--- src/rtl/inst_cache_dm.sv ---
// Direct-mapped instruction cache with word-by-word line refill and an uncached
// address window that goes straight to memory without allocating a line.
module inst_cache_dm #(
  parameter int          NUM_LINES      = 16,
  parameter int          WORDS_PER_LINE = 4,
  parameter logic [15:0] UNCACHED_HI    = 16'h1c09
) (
  input  logic        clk,
  input  logic        reset,
  input  logic        cpu_valid,
  input  logic [31:0] cpu_addr,
  input  logic        flush,
  output logic [31:0] cpu_inst,
  output logic        cpu_inst_valid,
  output logic        cpu_stall,
  output logic        mem_req_valid,
  output logic [31:0] mem_req_addr,
  input  logic        mem_req_ready,
  input  logic        mem_resp_valid,
  input  logic [31:0] mem_resp_data
);

  localparam int OB = $clog2(WORDS_PER_LINE);
  localparam int IB = $clog2(NUM_LINES);
  localparam int TW = 30 - OB - IB;
  localparam int CW = (OB < 1) ? 1 : OB;
  localparam logic [CW-1:0] LAST = CW'(WORDS_PER_LINE - 1);

  typedef enum logic [2:0] {IDLE, MISS_REQ, MISS_WAIT, UC_REQ, UC_WAIT, DONE} state_t;

  state_t               r_state;
  logic [NUM_LINES-1:0] r_valid;
  logic [TW-1:0]        r_tags [NUM_LINES];
  logic [31:0]          r_data [NUM_LINES][WORDS_PER_LINE];
  logic [CW-1:0]        r_wordCnt;
  logic [CW-1:0]        r_offset;
  logic [IB-1:0]        r_index;
  logic [TW-1:0]        r_tag;
  logic [29:0]          r_lineBase;
  logic                 r_flushPending;
  logic [31:0]          r_ret;
  logic                 r_memReqValid;
  logic [31:0]          r_memReqAddr;

  logic [29:0]   w_wordAddr;
  logic [CW-1:0] w_offset;
  logic [IB-1:0] w_index;
  logic [TW-1:0] w_tag;
  logic [29:0]   w_lineBase;
  logic [CW-1:0] w_nextCnt;
  logic          w_uncached;
  logic          w_hit;
  logic          w_lastWord;
  logic          w_flushNow;
  logic          w_unused;

  assign w_wordAddr = cpu_addr[31:2];
  assign w_offset   = CW'(w_wordAddr & 30'(WORDS_PER_LINE - 1));
  assign w_index    = IB'(w_wordAddr >> OB);
  assign w_tag      = TW'(w_wordAddr >> (OB + IB));
  assign w_lineBase = w_wordAddr & ~30'(WORDS_PER_LINE - 1);
  assign w_nextCnt  = r_wordCnt + CW'(1);
  assign w_uncached = (cpu_addr[31:16] == UNCACHED_HI);
  assign w_lastWord = (r_wordCnt == LAST);
  assign w_flushNow = r_flushPending | flush;
  assign w_unused   = ^cpu_addr[1:0];
  // A flush in the same cycle as a lookup forces a miss.
  assign w_hit      = !w_uncached && !flush && r_valid[w_index] && (r_tags[w_index] == w_tag);

  always_ff @(posedge clk) begin
    if (!reset) begin
      r_state        <= IDLE;
      r_valid        <= '0;
      r_wordCnt      <= '0;
      r_offset       <= '0;
      r_index        <= '0;
      r_tag          <= '0;
      r_lineBase     <= '0;
      r_flushPending <= 1'b0;
      r_ret          <= '0;
      r_memReqValid  <= 1'b0;
      r_memReqAddr   <= '0;
    end else begin
      case (r_state)
        IDLE: begin
          if (flush) r_valid <= '0;
          if (cpu_valid && w_uncached) begin
            r_state       <= UC_REQ;
            r_memReqValid <= 1'b1;
            r_memReqAddr  <= {w_wordAddr, 2'b00};
          end else if (cpu_valid && !w_hit) begin
            r_state       <= MISS_REQ;
            r_wordCnt     <= '0;
            r_offset      <= w_offset;
            r_index       <= w_index;
            r_tag         <= w_tag;
            r_lineBase    <= w_lineBase;
            r_memReqValid <= 1'b1;
            r_memReqAddr  <= {w_lineBase, 2'b00};
          end
        end
        MISS_REQ: begin
          r_flushPending <= w_flushNow;
          if (mem_req_ready) begin
            r_state       <= MISS_WAIT;
            r_memReqValid <= 1'b0;
            r_memReqAddr  <= '0;
          end
        end
        MISS_WAIT: begin
          r_flushPending <= w_flushNow;
          if (mem_resp_valid) begin
            if (r_wordCnt == r_offset) r_ret <= mem_resp_data;
            if (w_lastWord) begin
              r_state <= DONE;
              // A flush seen at any point of the fill wins over allocating the line.
              if (w_flushNow) r_valid <= '0;
              else            r_valid[r_index] <= 1'b1;
            end else begin
              r_wordCnt     <= w_nextCnt;
              r_state       <= MISS_REQ;
              r_memReqValid <= 1'b1;
              r_memReqAddr  <= {r_lineBase + 30'(w_nextCnt), 2'b00};
            end
          end
        end
        UC_REQ: begin
          r_flushPending <= w_flushNow;
          if (mem_req_ready) begin
            r_state       <= UC_WAIT;
            r_memReqValid <= 1'b0;
            r_memReqAddr  <= '0;
          end
        end
        UC_WAIT: begin
          r_flushPending <= w_flushNow;
          if (mem_resp_valid) begin
            r_ret   <= mem_resp_data;
            r_state <= DONE;
            if (w_flushNow) r_valid <= '0;
          end
        end
        DONE: begin
          if (flush) r_valid <= '0;
          r_flushPending <= 1'b0;
          r_state        <= IDLE;
        end
        default: r_state <= IDLE;
      endcase
    end
  end

  always_ff @(posedge clk) begin
    if (reset && r_state == MISS_WAIT && mem_resp_valid) begin
      r_data[r_index][r_wordCnt] <= mem_resp_data;
      if (w_lastWord) r_tags[r_index] <= r_tag;
    end
  end

  always_comb begin
    cpu_inst       = '0;
    cpu_inst_valid = 1'b0;
    cpu_stall      = 1'b0;
    if (reset) begin
      if (r_state == IDLE) begin
        if (cpu_valid && w_hit) begin
          cpu_inst       = r_data[w_index][w_offset];
          cpu_inst_valid = 1'b1;
        end else if (cpu_valid) begin
          cpu_stall = 1'b1;
        end
      end else if (r_state == DONE) begin
        cpu_inst       = r_ret;
        cpu_inst_valid = 1'b1;
      end else begin
        cpu_stall = 1'b1;
      end
    end
  end

  assign mem_req_valid = reset & r_memReqValid;
  assign mem_req_addr  = reset ? r_memReqAddr : 32'h0;

endmodule

--- config.mk ---
export PLATFORM = sky130hd
export DESIGN_NAME = inst_cache_dm
export DESIGN_NICKNAME = d
export VERILOG_FILES = /design/src/rtl/inst_cache_dm.sv
export SDC_FILE = /design/constraint.sdc
export NUM_CORES = 2
export LEC_CHECK = 0
export ABC_AREA = 1
export CORE_ASPECT_RATIO = 1.1
export CORE_MARGIN = 1
export CORE_UTILIZATION = 40
export DETAILED_ROUTE_END_ITERATION = 16
export GPL_ROUTABILITY_DRIVEN = 0
export SLEW_MARGIN = 30
export SYNTH_ARGS = -nofsm -noshare
export SYNTH_HDL_FRONTEND = slang
export SYNTH_SLANG_ARGS = --single-unit
--- constraint.sdc ---
create_clock -name clk -period 6.45 [get_ports clk]
set_input_delay 1.29 -clock clk [delete_from_list [all_inputs] [get_ports clk]]
set_output_delay 1.29 -clock clk [all_outputs]
set_load 0.1 [all_outputs]
# Word level (Yosys, flattened, before mapping)
# Memories as Yosys holds them, arrays and structs flattened.
# Index checks and enable logic that the tools add are counted.
# word_totals
ff_bits	145
ram_bits	2432
input_bits	70
word_cells	142
mem_count	2
# classes
add_sub_neg	2
order_cmp	6
eq_ne	22
mux	65
bitwise_logic	6
reduce_logical	28
# mem_list
memory	words	word_bits	read_ports	rd_ports_with_merged_regs	write_ports	line_no	text
r_data	16	128	1	0	1	34	logic [31:0] r_data [NUM_LINES][WORDS_PER_LINE];
r_tags	16	24	1	0	1	33	logic [TW-1:0] r_tags [NUM_LINES];
# ops
op	count
32-bit 2-to-1 mux	16
128-bit 2-to-1 mux	1
16-bit 2-to-1 mux	6
32-bit case mux with 3 select lines	1
32-bit binary-select mux with 2-bit select	1
32-bit demux with 2-bit select	1
32-bit case mux with 2 select lines	1
16-bit case mux with 3 select lines	1
30-bit by 2-bit adder with 30-bit output	1
24-bit equality test	1
3-bit 2-to-1 mux	7
1-bit 2-to-1 mux	20
2-bit inequality test (second input constant)	10
16-bit by 13-bit equality test with 1-bit output (second input constant)	1
16-bit OR	1
3-bit case mux with 5 select lines	1
5-bit AND reduction	3
1-bit logical AND	10
4-bit by 5-bit less-than comparator with 1-bit output (second input constant)	2
2-bit 2-to-1 mux	4
3-bit by 2-bit equality test with 1-bit output (second input constant)	2
3-bit equality test (second input constant)	2
3-bit greater-or-equal comparator (second input constant)	2
2-bit inverter with 3-bit output	2
25 further kinds	32

# Depth between registers and ports, before layout
# logic_depth
ltp_word	10
depth_mapped	23
mapped_depth_nobuf	19

# Worst setup path before layout
# No wires, ideal clock.
# synth_timing
kind	input to output
startpoint	in cpu_addr[4]
endpoint	out cpu_inst[31]
arrival_time_ns	5.110
required_time_ns	5.160
setup_slack_ns	0.050
cell_stages	13
cell_sequence	buf_4 -> inv_2 -> buf_4 -> buf_4 -> buf_2 -> clkbuf_1 -> nand2_1 -> a221o_1 -> nand3_1 -> nand3_1 -> nand3_1 -> a21oi_1 -> a211oi_1
# synth_between
elab_chain_cells	8
# synth_lines
item	line_no	text
start: declaration	11	input logic [31:0] cpu_addr,
parallel branches: the longest is 5 deep, another holds memory 16 x 24 bit	n/a	
32-bit 2-to-1 mux *	166	if (cpu_valid && w_hit) begin
32-bit 2-to-1 mux *	165	if (r_state == IDLE) begin
32-bit 2-to-1 mux *	164	if (reset) begin
end: declaration	13	output logic [31:0] cpu_inst,
# Mark *: on every way between the ends. The select of a mux whose other input is x is not followed.

# Worst setup path after layout
# Ends and elaborated chain as after synthesis.

==> flow_metrics.tcl <==
set metrics [dict create \
    rows 193 \
    antenna_left 0 \
    yosys.area_share.adder_pct 0.0492 \
    peakVddDrop_v 0.000188 \
    setup_viol 0 \
    required_ps 5160 \
    layout.area.seq_um2 75300 \
    drv_cap 0 \
    place_hpwl_um 154000 \
    fin_crit_sh_pct 95.4 \
    p_per_area_nw_per_um2 311 \
    relSlewSlack_pct 28.9 \
    antenna_found_initial 17 \
    synth_top_flop_cell "edfxtp_1" \
    netlist_instances 8055 \
    finalHoldViolations 0 \
    setup_tns_ps 0 \
    overflow 0 \
    rsz0062_at_grt "false" \
    synth_area_leader_cell "edfxtp_1" \
    port_buffers 132 \
    core_um2 252000 \
    cp-start-kind "input port" \
    clock_latency_ps 940 \
    synth_edf_count 2432 \
    drive_gt1_share_pct 9.23 \
    initial_core_util_pct 40.4 \
    synth_top_family_by_area "compound AO/OA/AOI/OAI gates" \
    synth.avg_cell_area_um2 12.6 \
    grt_pass1_wl_um 421000 \
    muxShareOfSynthArea_pct 0 \
    grt_pass1_vias 64400 \
    p_total_mw 36.2 \
    worst_pin_slew_ps 1070 \
    multiInputGateArea_um2 23700 \
    nFillCells 22200 \
    synth-seq-cells 2547 \
    fin_area_um2 116000 \
    htreeDepth 5 \
    synth-xor-area-share_pct 0.00861 \
    hold_ws_ps 465 \
    leakage_nw 38.8 \
    cts_tree "yes" \
    num_io_pins 137 \
    grt_use_total_pct 22.0 \
    ys_top_cells_by_count "edfxtp_1, nand2_1, nor2_1" \
    root_buffer "clkbuf_16" \
    grt_max_degree 179 \
    postCtsHoldBufs 0 \
    drt_iter0_drc 7369 \
    hp-class "reg2reg" \
    yosysWarnings 0 \
    first_pass_iters 8 \
    wl_per_cell_um 24.7 \
    routed_wl_um 288000 \
    place_area_um2 108000 \
    cts_resized 0 \
    synth_area_leaders "edfxtp_1, nand2_1, o21ai_0" \
    period_minus_slack_ps 6160 \
    crit_type "in2out" \
    vias 67100 \
    synth_top_area_share_pct 71.8 \
    dieWidth_um 483 \
    fin_worst_skew_ps 65.9 \
    arrival_ps 4870 \
    clockBufferDepth 4 \
    yosysSeqAreaShare_pct 74.0 \
    synthToLayoutAreaGrowth_pct 14.3 \
    status "finished, final reports clean" \
    cts_setup_buffers 0 \
    clock.fmax_mhz 162 \
    die-area_um2 256000 \
    synth_area_um2 102000 \
    async_flop_share_pct 0 \
    vias_per_cell 5.76 \
    cts_sinks 2547 \
    synth-simple-area-share_pct 11.3 \
    drc_errors 0 \
    yosysUniqueCellTypes 42 \
    end_kind "primary output" \
    finalMaxSlewViolations 0 \
    die_height_um 531 \
    synth_compound_area_share_pct 11.4 \
    cts_buffers 276 \
    yosysMostFrequentCell "edfxtp_1" \
    fin_nets 8218 \
    finish.utilization_pct 46.1 \
    crit_fanout 69 \
    cts.clk_slew.worst_paths_ps 60 \
]
[layer usage]
layer	share of wire (%)	track usage, %	wire length (um)	up-vias
met1	42	30.3	120000	33800
li1	-	-	-	29900
met3	8.0	3.62	23200	516
met2	47	35.2	135000	2853
met5	0.0059	0	17	-
met4	3.4	7.70	9730	2
[sequential cells by signal (all words and copies together) (netlist names)]
name and count:
r_valid 16, r_data 2048, r_tag 24, r_wordCnt 2, r_ret 32, r_offset 2
r_lineBase 1, r_memReqAddr 30, r_state 3, r_tags 384, r_index 3, r_memReqValid 1
r_flushPending 1
[report_power, final]
| group | internal [mW] | switching, mW |
|---|---|---|
| logic | 0.761 | 2.15 |
| clock network | 8.44 | 6.19 |
| registers | 18.4 | 0.228 |
[path summary, 6_finish.rpt]
kind                   startpoint               to  slack [ps]  depth (start not counted)
setup / recovery      cpu_addr[4]     cpu_inst[31]         290                         16
hold / removal    r_memReqAddr[8]  r_memReqAddr[8]         460                          2
setup reg to reg       r_state[1]   r_data[14][52]        2770                          8
hold reg to reg   r_memReqAddr[8]  r_memReqAddr[8]         460                          2
[cell usage in the layout (no fill, tap or decap), types with 4 or more instances in the layout]
master              n
a21oi_1           487
a221o_1             8
a221oi_1          124
a311o_1            20
a32o_1            104
buf_12             78
buf_16              5
buf_2              24
buf_4             229
buf_8               4
bufinv_16           7
clkbuf_1           83
clkbuf_16         286
clkbuf_8            7
clkdlybuf4s50_1    59
clkinv_1           47
clkinv_2           25
dfxtp_1           115
edfxtp_1         2432
ha_1                4
inv_1             191
inv_6               4
nand2_1          1648
nand3_1           489
nand4_1             5
nor2_1            675
nor2_4             65
nor3_1              4
o211ai_1           78
o21ai_0           644
o21ai_1            17
o21ba_2            15
o221ai_1          256
o22ai_1            28
o311ai_0           30
[stage by stage]
stage / std cells / setup WS [ps]
after floorplan: 8056 / 49.8
after global placement: 11200 / 400
after detailed placement: 11200 / 387
after CTS: 11600 / 330
after global routing: 11600 / 70.7
final: 11600 / 294
[cells by family (layout without fill, tap and decap cells)]
group / count (synthesis) / after routing
flops: 2547 / 2547
fa+ha+maj: 4 / 4
other cells: 1 / 5
xor+xnor: 1 / 1
compound gates: 1819 / 1819
simple gates: 2894 / 2894
buf+inv: 789 / 1062
[layout make-up]
class                      count  area share, %
clock inverter                87          0.498
clock buffer                 376           6.50
antenna                        3        0.00645
multi-input combinational   4720           20.4
inverter                     198          0.660
tap                         3315           3.57
timing repair buffer         401           3.62
sequential                  2547           64.8
[critical path: stages]
cell,delay [ps]
buf_8,140
inv_8,350
buf_12,260
buf_12,190
buf_12,310
buf_4,290
o21ai_0,110
o221ai_1,230
nand2_1,70
nand2_1,80
nand3_1,220
nand3_1,330
a21oi_1,110
a211oi_1,280
buf_4,230
buf_12,180
(Power assumes the default switching activity.)
